==> src/rtl/play_timer_ctrl.sv <==
// play_timer_ctrl: run/pause/done sequencer for the mm:ss play timer.
// Derives the 1 s tick from clk, keeps a saturating BCD time count and
// records the best (lowest) completion time across runs.
module play_timer_ctrl #(
    parameter int unsigned TICK_DIV = 100000000
) (
    input  logic        clk,
    input  logic        rst,
    input  logic        choosing,
    input  logic        play_pulse,
    input  logic        isdone,
    output logic [1:0]  state,
    output logic        running,
    output logic        sec_tick,
    output logic        done_pulse,
    output logic [15:0] time_bcd,
    output logic        ovf,
    output logic [15:0] best_bcd,
    output logic        best_valid
);

    localparam logic [1:0] ST_SETUP = 2'b00;
    localparam logic [1:0] ST_RUN   = 2'b01;
    localparam logic [1:0] ST_PAUSE = 2'b10;
    localparam logic [1:0] ST_DONE  = 2'b11;

    localparam int unsigned PW = (TICK_DIV > 2) ? $clog2(TICK_DIV) : 1;
    localparam logic [PW-1:0] PRESC_MAX = PW'(TICK_DIV - 1);

    logic [PW-1:0] presc;
    logic [1:0]    state_nxt;
    logic          tick;
    logic          enter_done;
    logic          at_max;
    logic [3:0]    s1, s10, m1, m10;
    logic [3:0]    n_s1, n_s10, n_m1, n_m10;

    assign s1  = time_bcd[3:0];
    assign s10 = time_bcd[7:4];
    assign m1  = time_bcd[11:8];
    assign m10 = time_bcd[15:12];
    assign at_max = (time_bcd == 16'h9959);

    // Next-state selection with choosing > isdone > play_pulse priority
    always_comb begin
        state_nxt  = state;
        enter_done = 1'b0;
        if (choosing) begin
            state_nxt = ST_SETUP;
        end else begin
            case (state)
                ST_SETUP: state_nxt = ST_RUN;
                ST_RUN: begin
                    if (isdone) begin
                        state_nxt  = ST_DONE;
                        enter_done = 1'b1;
                    end else if (play_pulse) begin
                        state_nxt = ST_PAUSE;
                    end
                end
                ST_PAUSE: begin
                    if (isdone) begin
                        state_nxt  = ST_DONE;
                        enter_done = 1'b1;
                    end else if (play_pulse) begin
                        state_nxt = ST_RUN;
                    end
                end
                default: state_nxt = ST_DONE;
            endcase
        end
        tick = (state == ST_RUN) && (presc == PRESC_MAX) && !choosing && !isdone;
    end

    // BCD ripple increment of the time count (used only when not saturated)
    always_comb begin
        n_s1  = s1;
        n_s10 = s10;
        n_m1  = m1;
        n_m10 = m10;
        if (s1 != 4'd9) begin
            n_s1 = s1 + 4'd1;
        end else begin
            n_s1 = 4'd0;
            if (s10 != 4'd5) begin
                n_s10 = s10 + 4'd1;
            end else begin
                n_s10 = 4'd0;
                if (m1 != 4'd9) begin
                    n_m1 = m1 + 4'd1;
                end else begin
                    n_m1  = 4'd0;
                    n_m10 = m10 + 4'd1;
                end
            end
        end
    end

    // State, prescaler, time count, flags and best-time record
    always_ff @(posedge clk or posedge rst) begin
        if (rst) begin
            state      <= ST_SETUP;
            running    <= 1'b0;
            presc      <= '0;
            time_bcd   <= '0;
            ovf        <= 1'b0;
            sec_tick   <= 1'b0;
            done_pulse <= 1'b0;
            best_bcd   <= '0;
            best_valid <= 1'b0;
        end else begin
            state      <= state_nxt;
            running    <= (state_nxt == ST_RUN);
            sec_tick   <= tick;
            done_pulse <= enter_done;
            if (choosing) begin
                presc    <= '0;
                time_bcd <= '0;
                ovf      <= 1'b0;
            end else begin
                if (tick) begin
                    presc <= '0;
                    if (at_max) begin
                        ovf <= 1'b1;
                    end else begin
                        time_bcd <= {n_m10, n_m1, n_s10, n_s1};
                    end
                end else if (state == ST_RUN && !isdone) begin
                    presc <= presc + 1'b1;
                end
                if (enter_done && (!best_valid || time_bcd < best_bcd)) begin
                    best_bcd   <= time_bcd;
                    best_valid <= 1'b1;
                end
            end
        end
    end

endmodule

==> config.mk <==
export PLATFORM = sky130hd
export DESIGN_NAME = play_timer_ctrl
export DESIGN_NICKNAME = d
export VERILOG_FILES = /design/src/rtl/play_timer_ctrl.sv
export SDC_FILE = /design/constraint.sdc
export NUM_CORES = 1
export LEC_CHECK = 0
export CORE_MARGIN = 10
export CORE_UTILIZATION = 57
export DETAILED_ROUTE_END_ITERATION = 16
export PLACE_DENSITY_LB_ADDON = 0.2
export SLEW_MARGIN = 40
export SYNTH_ARGS = -nofsm -noshare
export SYNTH_HDL_FRONTEND = slang
export SYNTH_SLANG_ARGS = --single-unit
export TNS_END_PERCENT = 5
==> constraint.sdc <==
create_clock -name clk -period 2.4 [get_ports clk]
set_input_delay 0.48 -clock clk [delete_from_list [all_inputs] [get_ports clk]]
set_output_delay 0.48 -clock clk [all_outputs]
set_load 0.005 [all_outputs]
======== Yosys cells after proc, flatten, opt, wreduce, memory -nomap -nowiden ========
Index checks and enable logic that the tools add are counted.
operators by class
  add/sub/neg operators ................... 5
  $mul .................................... 0
  divide/modulo/power cells ............... 0
  magnitude comparators ................... 1
  eq/ne operators ......................... 12
  shift operators ......................... 0
  mux-type cells .......................... 27
  bitwise gates (word level) .............. 1
  reductions and logical operators ........ 20
operators with widths
  kind                   count
  $mux 27                3
  $mux 16                3
  $mux 4                 9
  $add 27x1->27 const B  1
  $eq 27x27->1 const B   1
  $add 4x1->4 const B    4
  $eq 16x16->1 const B   1
  $lt 16x16->1           1
  $mux 2                 5
  $ne 2x2->1 const B     4
  $ne 4x4->1 const B     2
  $mux 1                 6
  $pmux 2 s3             1
  $reduce_and 2->1       3
  $logic_and 1x1->1      5
  $reduce_and 5->1       1
  $eq 2x1->1 const B     2
  $ne 4x3->1 const B     1
  $reduce_and 4->1       1
  $reduce_bool 2->1      2
  $logic_not 1->1        3
  $reduce_and 3->1       1
  $reduce_bool 3->1      1
  $eq 2x2->1 const B     1
  other kinds (4)        4
word-level totals
  register bits ........................... 66
  bits in latches ......................... 0
  RAM bits ................................ 0
  memory bits (read-only) ................. 0
  bits of input ports ..................... 5
  output and inout port bits .............. 39
  memories ................................ 0

======== Depth between registers and ports, before layout ========
  word-level depth ........................ 7
  depth in mapped cells ................... 9
  depth with buffers taken out ............ 7

======== Least setup slack after synthesis ========
OpenSTA, ideal clock, no wires.
  path type ............................... register to register
  start ................................... register time_bcd[1]
  end ..................................... register best_bcd[0]
  arrival time ............................ 2.023 ns
  data required time ...................... 2.265 ns
  setup slack ............................. 0.243 ns
  cell stages (with the launch flop) ...... 8
  path buffers ............................ 2
  cell sequence ........................... dfrtp_1 ha_1 a2111oi_0 o311a_1 buf_2 o31a_1 clkbuf_1 o31ai_1
between the ends
  longest elaborated chain between the ends .. 4
ends and longest elaborated chain
  element                            line  source
  from (decl)                        16    output logic [15:0] time_bcd,
  from (signal assigned)             126   time_bcd <= {n_m10, n_m1, n_s10, n_s1};
  $lt 16x16->1                       131   if (enter_done && (!best_valid || time_bcd < best_bcd)) begin
  $logic_or 1x1->1                   131
  $logic_and 1x1->1                  131
  $reduce_and 2->1 (no source line)  --
  to (signal assigned)               132   best_bcd <= time_bcd;
  to (decl)                          18    output logic [15:0] best_bcd,
Every way passes these cells.
A chain may end at the register's enable or synchronous reset.

======== Worst setup path after layout ========
  start ................................... input port choosing
  end ..................................... register time_bcd[14]
between the ends
  longest elaborated chain between the ends .. 5
ends and longest elaborated chain
  element                             line  source
  from (decl)                         9     input logic choosing,
  $logic_not 1->1                     72    tick = (state == ST_RUN) && (presc == PRESC_MAX) && !choosing && !isdone;
  $logic_and 1x1->1 (2 in series)     72
  $reduce_bool 2->1 (no source line)  --
  $reduce_and 5->1 (no source line)   --
Parallel ways exist; a longest one is shown, timed or not.

==> impl_metrics.sql <==
INSERT INTO impl_metrics (metric_group, metric, value, unit) VALUES
('timing', 'final_hold_viol_count', '0', ''),
('power', 'irDropWorstVdd', '0.4129', 'mV'),
('placement', 'placement.io_buffers', '43', ''),
('timing', 'max_freq', '0.4415', 'GHz'),
('logic_synthesis', 'synth_compound_area_share', '21.29', '%'),
('drt', 'met1Wirelength', '4787', 'um'),
('power', 'totalPowerFinal', '2985', 'uW'),
('worst_setup_path', 'ff2ff_setup_slack', '0.16', 'ns'),
('global_routing', 'antenna_found_initial', '0', ''),
('finish', 'finalCoreUtilization', '72.93', '%'),
('placement', 'gp_congestion', '0.9014', ''),
('die', 'num_rows', '31', ''),
('clock_network', 'worstSkewPairLatency', '0.35', 'ns'),
('drt', 'route.detailed.drc', '0', ''),
('global_routing', 'grtUsageTotal', '19.19', '%'),
('die', 'io_pins', '44', ''),
('die', 'die_width', '106.3', 'um'),
('global_routing', 'grt_max_degree', '67', ''),
('logic_synthesis', 'syn-num-nets', '495', ''),
('clock_network', 'cts_inserted_buffers', '9', ''),
('timing', 'tightestPinTransition', '0.6641', 'ns'),
('outcome', 'run_status', 'complete, no violations', ''),
('finish', 'layout-drive-gt1-share', '12.36', '%'),
('drt', 'viasPerCell', '6.171', ''),
('drt', 'detail_route.iter0.violations', '240', ''),
('finish', 'num_antenna_cells', '0', ''),
('clock_network', 'holdBufCountCts', '0', ''),
('clock_network', 'cts_root_buf', 'sky130_fd_sc_hd__clkbuf_8', ''),
('logic_synthesis', 'synth.area.mux_share', '0.4711', '%'),
('power', 'leakagePower', '0.002135', 'uW'),
('power', 'power-per-cell-area', '564.2', 'nW/um^2'),
('worst_setup_path', 'worst-r2r-cell-count', '7', ''),
('logic_synthesis', 'synthesis_warning_total', '0', ''),
('placement', 'placed_wire_length_estimate_after_detailed_placement', '7723', 'um'),
('logic_synthesis', 'ys_ff_latch', '66', ''),
('timing', 'clock-skew-final', '0.008509', 'ns'),
('logic_synthesis', 'synth.lib_cells_used.distinct', '57', ''),
('logic_synthesis', 'ys_async_sr_fraction', '100.0', '%'),
('drt', 'detailroute.via_count', '3906', ''),
('worst_setup_path', 'worst_ep_required_time', '2.67', 'ns'),
('timing', 'period_minus_slack', '2.265', 'ns'),
('worst_setup_path', 'worst_r2r_endpoint', 'time_bcd[14]', ''),
('drt', 'wirelength', '10830', 'um'),
('logic_synthesis', 'yosys_most_used_dff', 'sky130_fd_sc_hd__dfrtp_1', ''),
('drt', 'firstDrtPassIters', '5', ''),
('timing', 'period_share', '94.38', '%'),
('worst_setup_path', 'worst_setup_path_end_kind', 'flop', ''),
('logic_synthesis', 'simple_gate_share_of_the_synthesized_area', '20.55', '%'),
('logic_synthesis', 'synth_edf_count', '0', ''),
('clock_network', 'clkTransAtPathRegs', '0.07', 'ns'),
('logic_synthesis', 'yosys.area_share.adder', '8.245', '%'),
('die', 'initial_core_util', '58.58', '%'),
('logic_synthesis', 'mappedNetlistArea', '4249', 'um^2'),
('timing', 'worst_hold_slack', '0.5038', 'ns'),
('clock_network', 'clock-sinks', '66', ''),
('drt', 'route.detailed.wl_per_inst', '17.11', 'um'),
('drt', 'wl_met3', '476', 'um'),
('die', 'chipHeight', '106.3', 'um'),
('clock_network', 'max-clock-path-buffers', '2', ''),
('timing', 'setup-tns-final', '0', 'ns'),
('drt', 'drtAntennaViolNets', '0', ''),
('finish', 'final_net_count', '563', ''),
('timing', 'setup_viol', '0', ''),
('worst_setup_path', 'worstSetupStartpointType', 'input pin', ''),
('die', 'core-area', '7253', 'um^2'),
('timing', 'rsz0062_at_grt', 'false', ''),
('logic_synthesis', 'synth_sequential_area_ratio', '38.87', '%'),
('worst_setup_path', 'r2r-start', 'time_bcd[1]', ''),
('global_routing', 'grt_first_pass_wirelength', '18230', 'um'),
('clock_network', 'cts_tree', 'built', ''),
('drt', 'met2WireLength', '5394', 'um');
==> sequential cells by signal (all words and copies together), names as in the netlist <==
signal      count
state           2
time_bcd       16
done_pulse      1
best_bcd       16
presc          27
sec_tick        1
ovf             1
best_valid      1
running         1
==> worst max path at each step <==
| stage | to | slack [ns] | cells after the start |
|---|---|---|---|
| 6_report | time_bcd[14] | 0.13 | 6 |
| 4_1_cts | best_bcd[2] | 0.12 | 6 |
| 3_5_place_dp | time_bcd[14] | -0.21 | 6 |
| 3_3_place_gp | time_bcd[14] | -0.18 | 6 |
| 2_1_floorplan | best_bcd[0] | 0.24 | 7 |
| 5_1_grt | best_bcd[6] | 0.006 | 8 |
==> stage by stage <==
| step | cells | cell area (um^2) | worst slack (ns) |
|---|---|---|---|
| after floorplan | 462 | 4249 | 0.2427 |
| after global placement | 616 | 5065 | -0.1763 |
| after detailed placement | 616 | 5065 | -0.2056 |
| after CTS | 631 | 5269 | 0.1230 |
| after global routing | 633 | 5290 | 0.005784 |
| final | 633 | 5290 | 0.1348 |
==> per-layer routing <==
layer	GRT usage (%)	vias up
li1	-	1862
met4	6.770	0
met2	31.54	100
met3	3.623	17
met5	0	-
met1	24.68	1927
==> critical path, cell delays in order <==
cell                              delay (ns)
sky130_fd_sc_hd__clkdlybuf4s50_1        0.44
sky130_fd_sc_hd__or4_4                  0.47
sky130_fd_sc_hd__nor4_4                 0.28
sky130_fd_sc_hd__nand4_1                0.25
sky130_fd_sc_hd__or4_1                  0.47
sky130_fd_sc_hd__a21oi_1                0.15
==> Yosys cell counts, drive strengths merged (3+ instances only) <==
cell / number / share of area [%]
buf: 3 / 0.35
nor2b: 3 / 0.44
nand2b: 3 / 0.44
o31ai: 20 / 3.5
or4: 4 / 0.79
nand3b: 3 / 0.53
o21ai: 16 / 1.9
a21oi: 18 / 2.1
nand2: 23 / 2.0
xnor2: 14 / 2.9
a221oi: 16 / 3.3
inv: 40 / 3.5
dfrtp: 66 / 39
nor2: 33 / 2.9
nor4: 7 / 1.7
nand3: 16 / 2.0
and2: 6 / 0.91
nand4: 14 / 2.1
and3: 14 / 2.1
a211oi: 18 / 3.2
xor2: 9 / 1.9
a2111oi: 17 / 3.5
clkbuf: 22 / 1.9
nor3: 7 / 0.94
or3: 9 / 1.4
ha: 28 / 8.2
==> placed cells by master, fill, tap and decap left out, drive strengths merged, types with 9 or more instances in the layout <==
cell,n
and3,14
nand4,14
nand3,16
buf,39
a211oi,18
a221oi,16
a2111oi,17
ha,28
clkdlybuf4s50,43
nand2,23
o21ai,16
xor2,9
a21oi,18
o31ai,20
nor2,33
clkbuf,13
xnor2,14
or3,9
inv,40
dfrtp,66
==> kinds of logic (layout without fill, tap and decap cells) <==
family | after synthesis | after routing
fa+ha+maj | 28 | 28
flops | 66 | 66
simple gates | 153 | 153
compound gates | 125 | 125
xor+xnor | 23 | 23
mux | 2 | 2
buf+inv | 65 | 137
==> cell type report <==
type	count	area [um^2]	area share, %
well taps	99	123.9	2.342
multi-input cells	331	2362	44.65
clock buffers	13	168.9	3.193
inverters	40	150.1	2.838
flip-flops and latches	66	1652	31.22
clock inverters	2	35.03	0.6623
repair buffers	82	798.3	15.09
==> power breakdown <==
part / leakage, uW / switching (uW) / internal (uW)
sequential: 0.000911 / 33.1 / 1170
clock: 0.000106 / 426 / 559
combinational: 0.00112 / 476 / 324
==> what timing repair did <==
item,CTS,global route
setup endpoints to repair,0,9
resized for setup,0,2
buffers inserted,0,2
No activity file was read; power rests on OpenSTA's default activity.
==> variant (same settings) <==
Reset style: synchronous (`rst`), changed in one clocked block.
--- a/src/rtl/play_timer_ctrl.sv
+++ b/src/rtl/play_timer_ctrl.sv
@@ -97,7 +97,7 @@
     end
 
     // State, prescaler, time count, flags and best-time record
-    always_ff @(posedge clk or posedge rst) begin
+    always_ff @(posedge clk) begin
         if (rst) begin
             state      <= ST_SETUP;
             running    <= 1'b0;
Formal check against the unedited RTL: differs if rst is asserted again (counterexample within 4 cycles, from zero or initial values and one cycle with rst high); with rst held inactive, the same outputs for 10 cycles.
==> variant against the unedited design <==
Synthesized area decreased by 14%; sequential cell count did not move; sequential share of layout area fell by 2.8 points; worst setup slack worse by 0.052 ns; cell area is 12% lower; wire length fell by 23%.
Power is not compared: it rests on default switching activity, and its combinational part moved more than twofold at a synthesized area within 25%.
==> variant: results (changes against the unedited design) <==
metric	value	unit	change
outcome	completed		
grt_usage	17.0	%	-2.2 points
yosys.cell_types.count	56		-1.8%
crit_fanout	9		+3
m1WireLength	3.57	mm	-25%
use_met3	4.19	%	+0.57 points
gr-usage-met1	18.8	%	-5.9 points
synthXorXnorAreaFrac	5.75	%	+1.0 points
max_stage_delay	0.50	ns	+0.03 ns
multi_input_area	2150	um2	-9.0%
holdWs	0.483	ns	-0.0205 ns
dp.final_hpwl	6.29	mm	-19%
grt_pass1_vias	3083		-18%
wl_met3	456	um	-4.2%
fill_cells	471		-16%
clock_skew	0.0160	ns	+0.00747 ns
place_congestion	0.905		+0.42%
grtUsageMet2	29.8	%	-1.7 points
nets	520		-7.6%
slew_headroom	51.8	%	-3.3 points
drive_above_1_share	14.1	%	+1.7 points
r2r-end	best_bcd[14]		
yosysSeqAreaShare	36.2	%	-2.7 points
placed_cell_area	4370	um2	-14%
drtIter0Drc	185		-23%
routed-wl-met2	4.21	mm	-22%
[variant: worst max path at each step]
stage / startpoint / to / slack [ns] / cells after the start
3_5_place_dp: choosing / time_bcd[15] / -0.25 / 7
6_report: choosing / time_bcd[8] / 0.08 / 7
4_1_cts: best_bcd[15] / best_bcd[14] / 0.04 / 8
2_1_floorplan: best_bcd[15] / best_bcd[10] / 0.12 / 8
5_1_grt: choosing / time_bcd[15] / 0.0007 / 7
3_3_place_gp: choosing / time_bcd[15] / -0.22 / 7
[variant: cell type report]
| type | count | area share [%] |
|---|---|---|
| inverters | 27 | 2.18 |
| repair buffers | 78 | 15.4 |
| flip-flops and latches | 66 | 28.4 |
| well taps | 77 | 2.07 |
| multi-input cells | 311 | 46.2 |
| clock buffers | 9 | 2.66 |
| clock inverters | 7 | 3.04 |
[variant: where the power goes]
group | internal, mW | leakage [nW] | switching, mW
clock network | 0.795 | 0.129 | 0.452
registers | 1.10 | 0.532 | 0.00366
logic | 0.0463 | 0.993 | 0.0442
total | 1.94 | 1.66 | 0.499
